## src/rtl/fetch_unit.sv

```systemverilog
// Instruction fetch: holds the PC, issues single word reads, and buffers one returned word for decode.
// Latency: request one edge after fetch is allowed; instr_valid one edge after mem_ack.
// Backpressure: instr_ready low holds the buffered word and blocks new requests; stall/fetch_en gate only new requests.
module fetch_unit #(
    parameter int ADDRESS_BUS_WIDTH = 16,
    parameter int DATA_BUS_WIDTH    = 16,
    parameter logic [ADDRESS_BUS_WIDTH-1:0] RESET_VECTOR = '0,
    parameter logic [ADDRESS_BUS_WIDTH-1:0] PC_INCR      = 1
) (
    input  logic                         clk,
    input  logic                         rst,
    input  logic                         fetch_en,
    input  logic                         stall,
    input  logic                         branch_valid,
    input  logic [ADDRESS_BUS_WIDTH-1:0] branch_target,
    output logic                         mem_req,
    output logic [ADDRESS_BUS_WIDTH-1:0] mem_addr,
    input  logic                         mem_ack,
    input  logic [DATA_BUS_WIDTH-1:0]    mem_rdata,
    output logic                         instr_valid,
    output logic [DATA_BUS_WIDTH-1:0]    instr,
    output logic [ADDRESS_BUS_WIDTH-1:0] instr_pc,
    input  logic                         instr_ready,
    output logic [ADDRESS_BUS_WIDTH-1:0] pc
);

    // One-hot so the request and valid outputs each come straight off a flop.
    typedef enum logic [2:0] {
        IDLE = 3'b001,
        REQ  = 3'b010,
        HOLD = 3'b100
    } state_t;

    state_t state;
    state_t state_nxt;
    logic   squash;

    logic                         fetch_ok;
    logic [ADDRESS_BUS_WIDTH-1:0] fetch_addr;
    logic                         ack_take;
    logic                         ack_keep;
    logic                         issue;

    assign fetch_ok   = fetch_en && !stall;
    // A redirect in the same cycle as a new request must already point the request at the target.
    assign fetch_addr = branch_valid ? branch_target : pc;
    assign ack_take   = (state == REQ) && mem_ack;
    // Returned word is kept only if no redirect happened while it was in flight or on its ack cycle.
    assign ack_keep   = ack_take && !squash && !branch_valid;
    // A fresh request starts whenever we enter REQ, including re-entry straight from a discarded ack.
    assign issue      = (state_nxt == REQ) && ((state != REQ) || mem_ack);

    // State register.
    always_ff @(posedge clk) begin
        if (rst) begin
            state <= IDLE;
        end else begin
            state <= state_nxt;
        end
    end

    // Next-state: an outstanding read always runs to its ack; HOLD leaves on accept or flush.
    always_comb begin
        state_nxt = state;
        case (state)
            IDLE: begin
                if (fetch_ok) state_nxt = REQ;
            end
            REQ: begin
                if (mem_ack) begin
                    if (squash || branch_valid) state_nxt = fetch_ok ? REQ : IDLE;
                    else                        state_nxt = HOLD;
                end
            end
            HOLD: begin
                if (instr_ready || branch_valid) state_nxt = fetch_ok ? REQ : IDLE;
            end
            default: state_nxt = IDLE;
        endcase
    end

    // Outputs decoded from the registered state.
    always_comb begin
        mem_req     = (state == REQ);
        instr_valid = (state == HOLD);
    end

    // PC, request address, output buffer and squash flag; a branch always wins over the increment.
    always_ff @(posedge clk) begin
        if (rst) begin
            pc       <= RESET_VECTOR;
            mem_addr <= RESET_VECTOR;
            instr    <= '0;
            instr_pc <= '0;
            squash   <= 1'b0;
        end else begin
            if (branch_valid)  pc <= branch_target;
            else if (ack_keep) pc <= pc + PC_INCR;

            if (issue) mem_addr <= fetch_addr;

            if (ack_keep) begin
                instr    <= mem_rdata;
                instr_pc <= mem_addr;
            end

            if (ack_take)                          squash <= 1'b0;
            else if ((state == REQ) && branch_valid) squash <= 1'b1;
        end
    end

endmodule

```

## config.mk

```make
export PLATFORM = sky130hd
export DESIGN_NAME = fetch_unit
export DESIGN_NICKNAME = d
export VERILOG_FILES = /design/src/rtl/fetch_unit.sv
export SDC_FILE = /design/constraint.sdc
export NUM_CORES = 1
export LEC_CHECK = 0
export CORE_MARGIN = 1.5
export CORE_UTILIZATION = 41
export DETAILED_ROUTE_END_ITERATION = 12
export PLACE_DENSITY = 0.76
export SYNTH_ARGS = -nofsm -noshare
export SYNTH_HDL_FRONTEND = slang
export SYNTH_SLANG_ARGS = --single-unit
export TNS_END_PERCENT = 20
```

## constraint.sdc

```tcl
create_clock -name clk -period 1.5 [get_ports clk]
set_input_delay 0.3 -clock clk [delete_from_list [all_inputs] [get_ports clk]]
set_output_delay 0.3 -clock clk [all_outputs]
set_load 0.01 [all_outputs]
```

==> key figures, run 1 <==
GRT
  – Gr ovfl total: 0
  – Met2 usage: 39.8%
  – First-pass GRT wire length: 13800 microns
  – Met3 Resource Use GR: 4.34%
  – Gr usage total: 22.8%
  – Met1 Use GR: 27.3%
  – Initial antenna violation count: 0
  – Most crowded layer after global routing: met2
  – Largest net degree at the start of global routing: 34
  – Vias in the first global route: 2906

Synth
  – Post-synth top area share: 44.7%
  – Synth Area in Compound Gates: 20.0%
  – Syn Area/Cell: 8.61 sq um
  – Yosys top cell by area: dfxtp_1
  – Synth top cells by count: nand2_1, dfxtp_1, a21oi_1, mux2i_1, nor2_1
  – Largest family of logic cells by synthesized area: compound AO/OA/AOI/OAI gates
  – Post-synthesis sequential area ratio: 44.7%
  – Seq cells post-synth: 68
  – Mux cell area share after synthesis: 6.61%
  – Main flop type after synthesis: dfxtp_1
  – Number of synthesized flops with an enable pin: 0
  – Post-synthesis adder-cell area fraction: 0.411%
  – Yosys warns: 0
  – Xor and xnor area share after synthesis: 4.31%
  – Area contributors post-synth: dfxtp_1, a21oi_1, nand2_1, mux2i_1, a211oi_2
  – Syn Std Cell Area: 0.00305 sq mm
  – Share of synthesized registers carrying an async set or reset: 0%
  – Synthesized instance count: 354
  – Post-Synth Simple-Gate Area: 17.9%
  – Top-count cell post-synth: nand2_1
  – Yosys cell types: 40
  – Syn nets: 394

Timing
  – Final Hold Viols: 0
  – Slew Viols, Final: 0
  – Final min period: 1.57 ns
  – RSZ-0062 raised after global routing: true
  – Fmax: 636 MHz
  – Post-route setup TNS: -2.03 ns
  – Measured slew at the worst slew-check pin: 0.451 ns
  – Post-route clock period utilization: 105%
  – Clock skew: 0.00682 ns
  – Slew HR: 69.9%
  – Final WS setup: -0.0723 ns
  – Setup violators final: 52

Routing
  – WL/cell: 15.1 microns
  – Total number of vias: 3078
  – Initial DRC count: 123
  – TritonRoute pass-1 iters: 4
  – # DRC: 0
  – Post-DR vias/cell: 5.18
  – Final ANT Viol Nets: 0
  – Routed WL: 8990 microns

Setup path
  – CP required: 1.72 ns
  – Critical path data arrival time: 1.79 ns
  – CP Capture Type: flop
  – Type of origin of the critical path: flop
  – Worst Path Max Fanout: 16
  – Internal reg-to-reg setup slack: -0.07 ns
  – Kind of critical path: reg -> reg
  – Worst path max stage delay: 0.35 ns
  – Critical path's slowest cell: and2_4
  – Worst-path cell chain: buf_6 > o21ba_1 > mux2i_1 > o21ai_2 > and2_4 > a211oi_1

Place
  – Port Buffers: 104
  – Post-DP HPWL: 6050 microns
  – Gpl congestion: 0.877
  – Placed cells: 568

Clock network
  – CTS sink count: 68
  – H-tree levels: 3
  – CTS Buf Count: 9
  – TritonCTS clock tree: yes
  – Reg clk slew, reported paths: 0.07 ns
  – Clk_lat worst skew: 0.35 ns
  – Clk buf depth: 2
  – CTS root buffer: clkbuf_8

Status
  – Violated checks: setup timing
  – Run status: finished, violations left

Floorplanning
  – Core Region: 0.00721 sq mm
  – Initial Utilization: 42.2%
  – DIE WIDTH: 89.2 microns
  – Std cell rows: 31
  – Die area: 0.00796 sq mm
  – Die Ht: 89.2 microns
  – Number of top-level pins: 105

Final layout
  – Area grow syn2layout: 59.1%
  – Layout cells sized above 1: 26.9%
  – Filler instances: 601
  – Final nets: 531
  – Final core occ: 67.2%
  – Antenna cells: 0
  – Cell Count, Final, Fillers Out: 594

Run
  – Max_cap viols: 0

Pwr
  – Power per cell area: 871 mW/mm^2
  – Leak pwr: 0.00220 uW
  – Peak VDD IR: 523 uV

Hold path
  – Worst Hold Class: in -> reg
## worst paths after layout
check | start | depth (start not counted) | end
max reg2reg | state[0] | 6 | mem_addr[2]
min reg2reg | instr_pc[9] | 2 | instr_pc[9]
max | state[0] | 6 | mem_addr[2]
min | rst | 2 | state[1]
## final cells by class
class                   instances  area (sq um)  share of cell area, %
multi-input cells             249          1680                   34.7
clock inverters                 5          77.6                   1.60
inverters                      10          37.5                  0.774
repair buffers                153          1430                   29.4
well taps                      99           124                   2.55
clock buffers                  10           128                   2.63
flip-flops and latches         68          1380                   28.4
## state kept, by name, indices dropped and copies added, names as in the netlist
register	count
squash	1
instr	16
pc	16
mem_addr	16
instr_pc	16
state	3
## critical path, delay by kind of cell, from the launching register on
| family | cells | cell delay (ns) |
|---|---|---|
| AOI/OAI and AO/OA | 3 | 0.55 |
| buffers and inverters | 1 | 0.12 |
| and+or+nand+nor | 1 | 0.35 |
| DFF | 1 | 0.34 |
| muxes | 1 | 0.08 |
## metal layers
metal / share of wire [%] / wire [microns]
met1: 42 / 3810
met2: 49 / 4400
met3: 7.4 / 663
met4: 1.3 / 121
met5: 0 / 0
## report_power, final
part	internal [uW]	switching, uW	leakage (uW)	total, uW
Sequential	1880	66.1	0.000557	1950
Clock	921	679	0.000102	1600
Combinational	354	324	0.00154	679
Total	3150	1070	0.00220	4220
## cells in the final DEF (no fill, tap or decap), drive strengths merged, types with 2 or more instances in the layout
| cell type | n |
|---|---|
| clkbuf | 10 |
| and3 | 2 |
| nand2 | 70 |
| nand4 | 5 |
| a21oi | 57 |
| mux2i | 19 |
| a211oi | 17 |
| and2 | 4 |
| dfxtp | 68 |
| nand2b | 2 |
| dlymetal6s2s | 2 |
| xor2 | 3 |
| dlygate4sd2 | 62 |
| clkinv | 2 |
| buf | 53 |
| and4 | 3 |
| nor2 | 17 |
| nand3 | 6 |
| xnor2 | 12 |
| nor2b | 4 |
| clkdlybuf4s50 | 36 |
| inv | 10 |
| o21ai | 6 |
| bufinv | 2 |
| o21a | 8 |
## stage by stage
| step | hold slack, ns | setup slack (ns) | power (uW) | area (sq um) |
|---|---|---|---|---|
| 2_1_floorplan | 0.397 | -0.0201 | 2290 | 3050 |
| 3_3_place_gp | 0.442 | -0.413 | 2650 | 4410 |
| 3_5_place_dp | 0.446 | -0.406 | 2670 | 4410 |
| 4_1_cts | 0.370 | -0.0745 | 4240 | 4770 |
| 5_1_grt | 0.420 | -0.142 | 4400 | 4850 |
| 6_report | 0.372 | -0.0723 | 4220 | 4850 |
## cells by family (layout without fill, tap and decap cells)
kind of cell    count (synthesis)  after routing
mux                            20             20
flops                          68             68
fa+ha+maj                       1              1
xor+xnor                       15             15
buf+inv                        37            178
simple gates                  119            119
compound gates                 94             94
## what timing repair did
item / in CTS / in global routing
gates cloned: 2 / 0
resized for setup: 104 / 42
buffers inserted: 11 / 2
endpoints found under the setup margin: 123 / 70
hold buffers: 0 / 0
pin swaps: 15 / 18
Power figures use the tool's default switching activity.
==> run 2: changes to the inputs <==
Settings changed: GPL_ROUTABILITY_DRIVEN set to 1, PLACE_DENSITY 0.76 to 0.85.
==> run 2 against run 1 <==
  * The run still ends with setup timing left
  * Sequential share of layout area rose by 0.70 points
  * Sequential power about the same
  * Power increased by 3.3%
  * Register-to-register slack better by 0.02 ns
  * Combinational power about the same
  * Maximum frequency up 1.4%
  * Critical endpoint is now pc[12]
  * First-iteration DRC count up 3.3%
  * Worst hold slack better by 0.078 ns
  * Cell area decreased by 2.6%
  * Core utilization fell by 1.7 points
==> key figures, run 2 (synthesis results as in run 1) <==
Hold path
  – Worst Hold Class: in -> reg (unchanged)

Clock network
  – Hold_buf cts: 0 (unchanged)
  – Clk_lat worst skew: 0.35 ns (about the same)
  – H-tree levels: 3 (unchanged)
  – CTS sink count: 68 (unchanged)
  – CTS Buf Count: 9 (unchanged)
  – CTS root buffer: clkbuf_8 (unchanged)
  – Clk buf depth: 2 (unchanged)
  – TritonCTS clock tree: yes (unchanged)
  – Reg clk slew, reported paths: 0.08 ns (was 0.07 ns)

Setup path
  – CP required: 1.74 ns (was 1.72 ns)
  – CP Capture Type: flop (unchanged)
  – Kind of critical path: reg -> reg (unchanged)
  – Critical path data arrival time: 1.79 ns (about the same)
  – Type of origin of the critical path: flop (unchanged)
  – Worst Path Max Fanout: 6 (was 16)

Pwr
  – Leak pwr: 0.00205 uW (was 0.00220 uW)
  – Peak VDD IR: 553 uV (was 523 uV)
  – Power per cell area: 923 mW/mm^2 (was 871 mW/mm^2)

Timing
  – Clock skew: 0.00801 ns (was 0.00682 ns)
  – Final min period: 1.55 ns (was 1.57 ns)
  – Final Hold Viols: 0 (unchanged)
  – Measured slew at the worst slew-check pin: 0.706 ns (was 0.451 ns)
  – Post-route clock period utilization: 103% (was 105%)
  – Setup violators final: 9 (was 52)
  – Fmax: 645 MHz (was 636 MHz)
  – Hold Slack: 0.450 ns (was 0.372 ns)
  – Slew HR: 52.9% (was 69.9%)
  – Slew Viols, Final: 0 (unchanged)
  – Final WS setup: -0.0506 ns (was -0.0723 ns)
  – RSZ-0062 raised after global routing: true (unchanged)

Routing
  – WL/cell: 15.0 microns (was 15.1 microns)
  – # DRC: 0 (unchanged)
  – Routed WL: 8760 microns (was 8990 microns)
  – TritonRoute pass-1 iters: 4 (unchanged)
  – Total number of vias: 2960 (was 3078)
  – Initial DRC count: 127 (was 123)
  – Final ANT Viol Nets: 0 (unchanged)
  – Post-DR vias/cell: 5.07 (was 5.18)

Floorplanning
  – Core Region: 0.00721 sq mm (unchanged)
  – Die Ht: 89.2 microns (unchanged)
  – Die area: 0.00796 sq mm (unchanged)
  – Std cell rows: 31 (unchanged)
  – Number of top-level pins: 105 (unchanged)
  – Initial Utilization: 42.2% (unchanged)
  – DIE WIDTH: 89.2 microns (unchanged)

Place
  – Post-DP HPWL: 6020 microns (was 6050 microns)
  – Pre-CTS setup slack: -0.437 ns (was -0.406 ns)
  – Port Buffers: 104 (unchanged)
  – Gpl congestion: 0.865 (was 0.877)

Final layout
  – Highest-count cells in the layout ignoring fill and taps: nand2_1, dlygate4sd2_1, dfxtp_1 (was dlygate4sd2_1, nand2_1, dfxtp_1)
  – Layout cells sized above 1: 23.7% (was 26.9%)
  – Filler instances: 613 (was 601)
  – Area grow syn2layout: 55.0% (was 59.1%)
  – Antenna cells: 0 (unchanged)
  – Most common cell after layout, fill and taps aside: nand2_1 (was dlygate4sd2_1)
  – Final nets: 520 (was 531)

GRT
  – First-pass GRT wire length: 13600 microns (was 13800 microns)
  – Vias in the first global route: 2857 (was 2906)
  – Largest net degree at the start of global routing: 33 (was 34)
  – Gr ovfl total: 0 (unchanged)
  – Gr usage total: 22.5% (was 22.8%)
  – Initial antenna violation count: 0 (unchanged)

Run
  – Max_cap viols: 0 (unchanged)

Status
  – Run status: finished, violations left (unchanged)
  – Violated checks: setup timing (unchanged)
## run 2: metal layers
| metal | global-route usage, % | share of wire [%] | vias to the layer above |
|---|---|---|---|
| met4 | 7.55 | 1.7 | 0 |
| met5 | 0 | 0 | - |
| met3 | 5.63 | 6.8 | 18 |
| met2 | 40.1 | 49 | 103 |
| li1 | - | - | 1462 |
| met1 | 26.4 | 42 | 1377 |
## run 2: critical path, stage by stage, from the launching register on
cell and delay (ns):
dfxtp_2 0.34, nor3b_4 0.20, buf_6 0.15, buf_4 0.11, and4_4 0.23, nand2_1 0.11
xnor2_1 0.15, o21a_1 0.17
## run 2: timing repair
item | CTS | global route
resized for setup | 89 | 36
pin swaps | 5 | 17
setup buffers | 2 | 0
setup endpoints to repair | 120 | 66
gates cloned | 3 | 0
## run 2: cell type report
type,count,area (sq um),share of cell area (%)
multi-input cells,250,1640,34.8
flip-flops and latches,68,1370,29.1
clock inverters,5,82.6,1.75
inverters,10,37.5,0.794
clock buffers,11,151,3.20
well taps,99,124,2.62
repair buffers,141,1310,27.8
## run 2: path summary, 6_finish.rpt
check                                  start          end  slack (ns)  cells past startpoint
worst max register to register      state[2]       pc[12]       -0.05                      7
worst max-delay path                state[2]       pc[12]       -0.05                      7
worst min-delay path            branch_valid       pc[15]        0.45                      4
worst min register to register   instr_pc[2]  instr_pc[2]        0.45                      2
## run 2: metrics by stage
step / cells / setup TNS [ns] / instance area [sq um] / total power [uW] / util, %
3_5_place_dp: 564 / -23.30 / 4380 / 2650 / 60.6
3_3_place_gp: 564 / -18.35 / 4380 / 2640 / 60.6
5_1_grt: 584 / -3.25 / 4720 / 4530 / 65.5
4_1_cts: 585 / -0.422 / 4620 / 4380 / 64.1
6_report: 584 / -0.209 / 4720 / 4360 / 65.5
2_1_floorplan: 354 / -0.322 / 3050 / 2290 / -
## run 2: power by group
group	switching, uW	internal, uW
clock network	711	1030
logic	330	349
registers	63.5	1880
total	1100	3260
==> run 3: changes to the inputs <==
Settings changed: SLEW_MARGIN set to 20.
==> results of run 3 <==
Same layout as run 2: the final DEF is identical, and so are final timing and power.
